$ cat src/rtl/uart_pkg.sv
// Shared UART definitions: decoder state encoding and frame geometry.
// The receiver imports this now; the transmitter will import it later.
package uart_pkg;

    localparam int DATA_BITS = 8;

    typedef enum logic [1:0] {
        IDLE,
        START,
        DATA,
        STOP
    } uart_state_t;

endpackage

$ cat src/rtl/sync_fifo.sv
// Single-clock FIFO. The pointers carry one extra wrap bit so that full and
// empty can be told apart. A push into a full FIFO lands only if a pop frees a slot in the same cycle.
module sync_fifo #(
    parameter int WIDTH = 8,
    parameter int DEPTH = 4
) (
    input  logic             clk,
    input  logic             rst,
    input  logic             push,
    input  logic [WIDTH-1:0] push_data,
    input  logic             pop,
    output logic [WIDTH-1:0] rd_data,
    output logic             full,
    output logic             empty
);

    localparam int AW = $clog2(DEPTH);

    logic [WIDTH-1:0] mem [DEPTH];
    logic [AW:0]      wr_ptr;
    logic [AW:0]      rd_ptr;
    logic             do_push;
    logic             do_pop;

    assign empty   = (wr_ptr == rd_ptr);
    assign full    = (wr_ptr[AW] != rd_ptr[AW]) && (wr_ptr[AW-1:0] == rd_ptr[AW-1:0]);
    assign do_pop  = pop && !empty;
    assign do_push = push && (!full || do_pop);
    assign rd_data = mem[rd_ptr[AW-1:0]];

    always_ff @(posedge clk) begin
        if (rst) begin
            wr_ptr <= '0;
            rd_ptr <= '0;
            for (int i = 0; i < DEPTH; i++) mem[i] <= '0;
        end else begin
            if (do_push) begin
                mem[wr_ptr[AW-1:0]] <= push_data;
                wr_ptr              <= wr_ptr + 1'b1;
            end
            if (do_pop) rd_ptr <= rd_ptr + 1'b1;
        end
    end

endmodule

$ cat src/rtl/uart_rx.sv
// 8N1 UART receiver. The line is synchronized, each bit is sampled at its middle, and good bytes
// are queued in a small FIFO. Framing errors and FIFO overruns are reported as single-cycle pulses.
module uart_rx
    import uart_pkg::*;
#(
    parameter int CLKS_PER_BIT = 868,
    parameter int FIFO_DEPTH   = 4
) (
    input  logic       clk,
    input  logic       rst,
    input  logic       rx,
    output logic [7:0] rd_data,
    output logic       rd_valid,
    input  logic       rd_ready,
    output logic       frame_err,
    output logic       overrun
);

    localparam int            CW       = $clog2(CLKS_PER_BIT);
    localparam logic [CW-1:0] CNT_FULL = CW'(CLKS_PER_BIT - 1);
    localparam logic [CW-1:0] CNT_HALF = CW'(CLKS_PER_BIT / 2 - 1);

    logic rx_meta, rx_s, rx_prev;

    uart_state_t          state, state_n;
    logic [CW-1:0]        cnt, cnt_n;
    logic [2:0]           bit_idx, bit_idx_n;
    logic [DATA_BITS-1:0] shreg, shreg_n;
    logic                 stop_ok, stop_bad;
    logic                 fifo_full, fifo_empty;
    logic                 tick;

    // History is reset high so that a line held low through reset does not look like a start edge.
    always_ff @(posedge clk) begin
        if (rst) begin
            rx_meta <= 1'b1;
            rx_s    <= 1'b1;
            rx_prev <= 1'b1;
        end else begin
            rx_meta <= rx;
            rx_s    <= rx_meta;
            rx_prev <= rx_s;
        end
    end

    always_ff @(posedge clk) begin
        if (rst) begin
            state   <= IDLE;
            cnt     <= '0;
            bit_idx <= '0;
            shreg   <= '0;
        end else begin
            state   <= state_n;
            cnt     <= cnt_n;
            bit_idx <= bit_idx_n;
            shreg   <= shreg_n;
        end
    end

    assign tick = (cnt == '0);

    always_comb begin
        state_n   = state;
        cnt_n     = cnt;
        bit_idx_n = bit_idx;
        shreg_n   = shreg;
        stop_ok   = 1'b0;
        stop_bad  = 1'b0;
        case (state)
            IDLE: begin
                // Leaving IDLE needs a fresh falling edge. A held-low line (break) therefore re-arms only after it goes high.
                if (rx_prev && !rx_s) begin
                    state_n = START;
                    cnt_n   = CNT_HALF;
                end
            end
            START: begin
                if (tick) begin
                    if (!rx_s) begin
                        state_n   = DATA;
                        cnt_n     = CNT_FULL;
                        bit_idx_n = '0;
                    end else begin
                        state_n = IDLE;
                    end
                end else begin
                    cnt_n = cnt - 1'b1;
                end
            end
            DATA: begin
                if (tick) begin
                    shreg_n[bit_idx] = rx_s;
                    cnt_n            = CNT_FULL;
                    if (bit_idx == 3'(DATA_BITS - 1)) state_n = STOP;
                    else bit_idx_n = bit_idx + 1'b1;
                end else begin
                    cnt_n = cnt - 1'b1;
                end
            end
            STOP: begin
                if (tick) begin
                    state_n  = IDLE;
                    cnt_n    = '0;
                    stop_ok  = rx_s;
                    stop_bad = !rx_s;
                end else begin
                    cnt_n = cnt - 1'b1;
                end
            end
            default: state_n = IDLE;
        endcase
    end

    sync_fifo #(
        .WIDTH (DATA_BITS),
        .DEPTH (FIFO_DEPTH)
    ) u_fifo (
        .clk       (clk),
        .rst       (rst),
        .push      (stop_ok),
        .push_data (shreg),
        .pop       (rd_ready),
        .rd_data   (rd_data),
        .full      (fifo_full),
        .empty     (fifo_empty)
    );

    assign rd_valid  = !fifo_empty;
    assign frame_err = stop_bad;
    // A full FIFO is never empty, so a pop can only happen here if rd_ready is high.
    assign overrun   = stop_ok && fifo_full && !rd_ready;

endmodule

$ cat config.mk
export PLATFORM = sky130hd
export DESIGN_NAME = uart_rx
export DESIGN_NICKNAME = d
export VERILOG_FILES = /design/src/rtl/uart_pkg.sv /design/src/rtl/sync_fifo.sv /design/src/rtl/uart_rx.sv
export SDC_FILE = /design/constraint.sdc
export NUM_CORES = 1
export LEC_CHECK = 0
export ABC_CLOCK_PERIOD_IN_PS = 3700
export CAP_MARGIN = 0
export CORE_MARGIN = 3
export CORE_UTILIZATION = 46
export DETAILED_ROUTE_END_ITERATION = 8
export SETUP_SLACK_MARGIN = 0.05
export SLEW_MARGIN = 25
export SYNTH_ARGS = -nofsm -noshare
export SYNTH_HDL_FRONTEND = slang
export SYNTH_SLANG_ARGS = --single-unit
$ cat constraint.sdc
create_clock -name clk -period 3.7 [get_ports clk]
set_input_delay 0.74 -clock clk [delete_from_list [all_inputs] [get_ports clk]]
set_output_delay 0.74 -clock clk [all_outputs]
set_load 0.02 [all_outputs]
==> impl_metrics.xml <==
<?xml version="1.0" encoding="UTF-8"?>
<metrics>
  <group name="status">
    <metric name="outcome" unit="">finished clean</metric>
  </group>
  <group name="power_and_ir_drop">
    <metric name="power.leakage" unit="nW">1.36</metric>
    <metric name="cell_internal_pwr" unit="W">0.00130</metric>
    <metric name="netSwitchingPower" unit="W">0.000562</metric>
    <metric name="pwr-share-seq" unit="">0.438</metric>
    <metric name="share_comb_of_total_power" unit="">0.205</metric>
    <metric name="power.switching_fraction" unit="">0.301</metric>
    <metric name="clockPowerShare" unit="">0.357</metric>
    <metric name="power_density" unit="nW/um^2">494</metric>
    <metric name="irDropWorstVdd" unit="uV">230</metric>
  </group>
  <group name="drt">
    <metric name="drt_iter0_markers" unit="">168</metric>
    <metric name="avgViaCountPerCell" unit="">5.79</metric>
    <metric name="avgRoutedWirePerCell" unit="um">16.6</metric>
    <metric name="detailed_router_iteration_count_before_antenna_repair" unit="">4</metric>
    <metric name="vias" unit="">2505</metric>
    <metric name="route.antenna.remaining_nets" unit="">0</metric>
    <metric name="detailed_route_wl" unit="um">7190</metric>
    <metric name="drc_violation_count_after_routing" unit="">0</metric>
  </group>
  <group name="clock_network">
    <metric name="cts.reportedPaths.clkPinSlew" unit="ns">0.08</metric>
    <metric name="cts_buffers" unit="">9</metric>
    <metric name="max-clock-path-buffers" unit="">2</metric>
    <metric name="ctsResizeCount" unit="">0</metric>
    <metric name="depth_of_the_cts_h_tree" unit="">3</metric>
    <metric name="tritoncts" unit="">done</metric>
    <metric name="postCtsHoldBufs" unit="">0</metric>
    <metric name="cts.repair_timing.setup_buffer_count" unit="">0</metric>
    <metric name="cts.sinks" unit="">66</metric>
    <metric name="clkLatencyLatePin" unit="ns">0.34</metric>
    <metric name="cts-root-buf" unit="">clkbuf_8</metric>
  </group>
  <group name="floorplanning">
    <metric name="pin_count" unit="">15</metric>
    <metric name="fp.dieArea" unit="um^2">8240</metric>
    <metric name="die_width" unit="um">90.8</metric>
    <metric name="placement_rows" unit="">30</metric>
    <metric name="core_area" unit="um^2">6870</metric>
    <metric name="die_height" unit="um">90.8</metric>
    <metric name="initial_utilization" unit="">0.481</metric>
  </group>
  <group name="critical_path">
    <metric name="critical_path.endpoint_type" unit="">output port</metric>
    <metric name="critical-path-top-delay-family" unit="">simple AND/OR/NAND/NOR gates</metric>
    <metric name="cp_slowest_stage_delay" unit="ns">0.62</metric>
    <metric name="crit_required" unit="ns">2.96</metric>
    <metric name="worst-endpoint-arrival" unit="ns">2.63</metric>
    <metric name="crit_path_buffers_inverters" unit="">2</metric>
    <metric name="cpMaxStageDelayCell" unit="">or4b_1</metric>
    <metric name="crit_path_start_kind" unit="">flip-flop</metric>
    <metric name="critPathMaxFanout" unit="">5</metric>
    <metric name="worst-setup-path-type" unit="">reg2out</metric>
    <metric name="cp_cell_sequence" unit="">inv_1 -&gt; ha_1 -&gt; or4b_1 -&gt; nor3_4 -&gt; nand2_1 -&gt; nor2_1 -&gt; clkdlybuf4s50_1</metric>
  </group>
  <group name="synth">
    <metric name="ys_seq_elements" unit="">66</metric>
    <metric name="ys_seq_area_frac" unit="">0.496</metric>
    <metric name="synth-warning-count" unit="">0</metric>
    <metric name="post_synth_instance_area" unit="um^2">3310</metric>
    <metric name="synth_enable_flop_cells" unit="">32</metric>
    <metric name="yosys_most_used_dff" unit="">dfxtp_1</metric>
    <metric name="yosysTopAreaCellShare" unit="">0.291</metric>
    <metric name="synth_async_sr_flop_share" unit="">0</metric>
    <metric name="netlist_instances" unit="">316</metric>
    <metric name="yosys.cell_count.top_type" unit="">nor2_1</metric>
    <metric name="syn-mean-instance-area" unit="um^2">10.5</metric>
    <metric name="ys_types" unit="">57</metric>
    <metric name="yosysTopAreaCell" unit="">edfxtp_1</metric>
    <metric name="syn_nets" unit="">330</metric>
    <metric name="synthTopCellsByArea" unit="">edfxtp_1 29%, dfxtp_1 21%, nor2_1 6.0%</metric>
    <metric name="synth.top_cells.by_count" unit="">53 x nor2_1, 34 x dfxtp_1, 32 x edfxtp_1, 25 x nand2_1, 13 x a21oi_1</metric>
  </group>
  <group name="timing">
    <metric name="timing.final.crit_period" unit="ns">3.37</metric>
    <metric name="final.setup.tns" unit="ns">0</metric>
    <metric name="timing.slew.headroom" unit="">0.403</metric>
    <metric name="final.setup.worst_slack" unit="ns">0.334</metric>
    <metric name="final_max_slew_viol_count" unit="">0</metric>
    <metric name="grt_setup_unrepaired" unit="">false</metric>
    <metric name="finalSetupViolations" unit="">0</metric>
    <metric name="tightest_slew" unit="ns">0.886</metric>
    <metric name="final_setup_skew" unit="ns">0.0108</metric>
    <metric name="report.final.hold_viol_count" unit="">0</metric>
    <metric name="fmax" unit="GHz">0.297</metric>
    <metric name="hold_worst_slack" unit="ns">0.416</metric>
    <metric name="fin_crit_sh" unit="">0.910</metric>
  </group>
  <group name="place">
    <metric name="place_inst" unit="">417</metric>
    <metric name="place_ws" unit="ns">0.613</metric>
    <metric name="gp_congestion" unit="">0.875</metric>
    <metric name="placedInstanceArea" unit="um^2">3550</metric>
    <metric name="place.port_buffers" unit="">14</metric>
    <metric name="post-dp-hpwl" unit="um">4920</metric>
  </group>
  <group name="final_layout">
    <metric name="layout-drive-gt1-share" unit="">0.131</metric>
    <metric name="area_used_by_multi_input_combinational_logic" unit="um^2">1570</metric>
    <metric name="fillers" unit="">644</metric>
    <metric name="layout.area.seq" unit="um^2">1640</metric>
    <metric name="final_instance_count_without_filler_cells" unit="">433</metric>
    <metric name="area.growth.synth_to_final" unit="%">14.0</metric>
    <metric name="final_cell_area" unit="um^2">3770</metric>
    <metric name="antenna_cells_inserted" unit="">0</metric>
    <metric name="net_count_reported_at_finish" unit="">346</metric>
  </group>
  <group name="global_route">
    <metric name="antenna_found_initial" unit="">0</metric>
    <metric name="gr-usage-all-layers" unit="">0.188</metric>
    <metric name="grt_first_pass_wirelength" unit="um">12300</metric>
    <metric name="grt_pass1_vias" unit="">2347</metric>
    <metric name="grt_max_degree" unit="">30</metric>
    <metric name="grt_remaining_overflow" unit="">0</metric>
  </group>
  <group name="worst_hold_path">
    <metric name="min-delay-path-class" unit="">reg2reg</metric>
  </group>
  <group name="job">
    <metric name="drv_cap" unit="">0</metric>
  </group>
</metrics>
## placed cells by master (no fill, tap or decap), types with 4 or more instances in the layout
cell type / synthesis / final
edfxtp_1: 32 / 32
buf_4: 0 / 6
or2_2: 4 / 4
nand4_1: 5 / 5
ha_1: 10 / 10
clkbuf_8: 0 / 9
nand2_1: 25 / 25
xor2_1: 5 / 5
dfxtp_1: 34 / 34
inv_1: 11 / 11
nor2_1: 53 / 53
nor3_1: 6 / 6
o31ai_1: 6 / 6
mux4_2: 8 / 8
nor4_1: 5 / 5
o21ai_0: 10 / 10
a21oi_1: 13 / 13
mux2i_1: 9 / 9
and2_1: 4 / 4
clkdlybuf4s50_1: 0 / 14
## metrics by stage
step | total power [W] | util
finish | 0.00186 | 0.549
global route | 0.00195 | 0.549
detailed placement | 0.00121 | 0.517
global placement | 0.00121 | 0.517
CTS | 0.00187 | 0.549
floorplan | 0.00109 | -
## area by class of cell
type	count	area share
Clock inverter	6	0.0236
Multi-Input combinational cell	224	0.415
Tap cell	96	0.0319
Timing Repair Buffer	20	0.0491
Inverter	11	0.0110
Clock buffer	10	0.0339
Sequential cell	66	0.435
## power groups by stage
| stage | clock (W) | sequential, W | combinational (W) |
|---|---|---|---|
| after floorplan | 0 | 0.000825 | 0.000265 |
| after global placement | 0 | 0.000832 | 0.000377 |
| after detailed placement | 0 | 0.000832 | 0.000375 |
| after CTS | 0.000680 | 0.000816 | 0.000377 |
| after global routing | 0.000715 | 0.000820 | 0.000419 |
| final | 0.000665 | 0.000817 | 0.000383 |
## state kept, by name (all words and copies together) (netlist names), named ones only
register and cells:
cnt 10, shreg 8, rx_meta 1, state 1, bit_idx 3, u_fifo.wr_ptr 3
rx_prev 1, u_fifo.rd_ptr 3, u_fifo.mem 32, rx_s 1
## worst register-to-register path: stages, from the launching register on
cell and delay [ns]:
dfxtp_1 0.32, inv_1 0.10, ha_1 0.23, or4b_1 0.63, nor3_4 0.22, buf_4 0.20, nand4b_2 0.28, nand2_1 0.44
## routing by layer
metal	vias to the layer above	share of wire	track usage
li1	1211	-	-
met2	93	0.45	0.284
met1	1191	0.47	0.267
met4	0	0.013	0.0465
met5	-	0	0
met3	10	0.066	0.0550
## cells by family (layout without fill, tap and decap cells)
logic type / count (synthesis) / count (layout) / share of synthesized area
compound gates: 56 / 56 / 0.118
xor+xnor: 6 / 6 / 0.0159
fa+ha+maj: 10 / 10 / 0.0378
buf+inv: 26 / 47 / 0.0303
flops: 66 / 66 / 0.496
mux: 17 / 17 / 0.0817
simple gates: 135 / 135 / 0.220
## worst paths after layout
check	cells after the start	startpoint	slack, ns	endpoint
worst max-delay path	7	cnt[0]	0.33	overrun
worst min-delay path	1	rx_meta	0.42	rx_s
worst min register to register	1	rx_meta	0.42	rx_s
worst max register to register	7	cnt[0]	0.95	u_fifo.mem[1][6]
No activity file was read; power rests on OpenSTA's default activity.
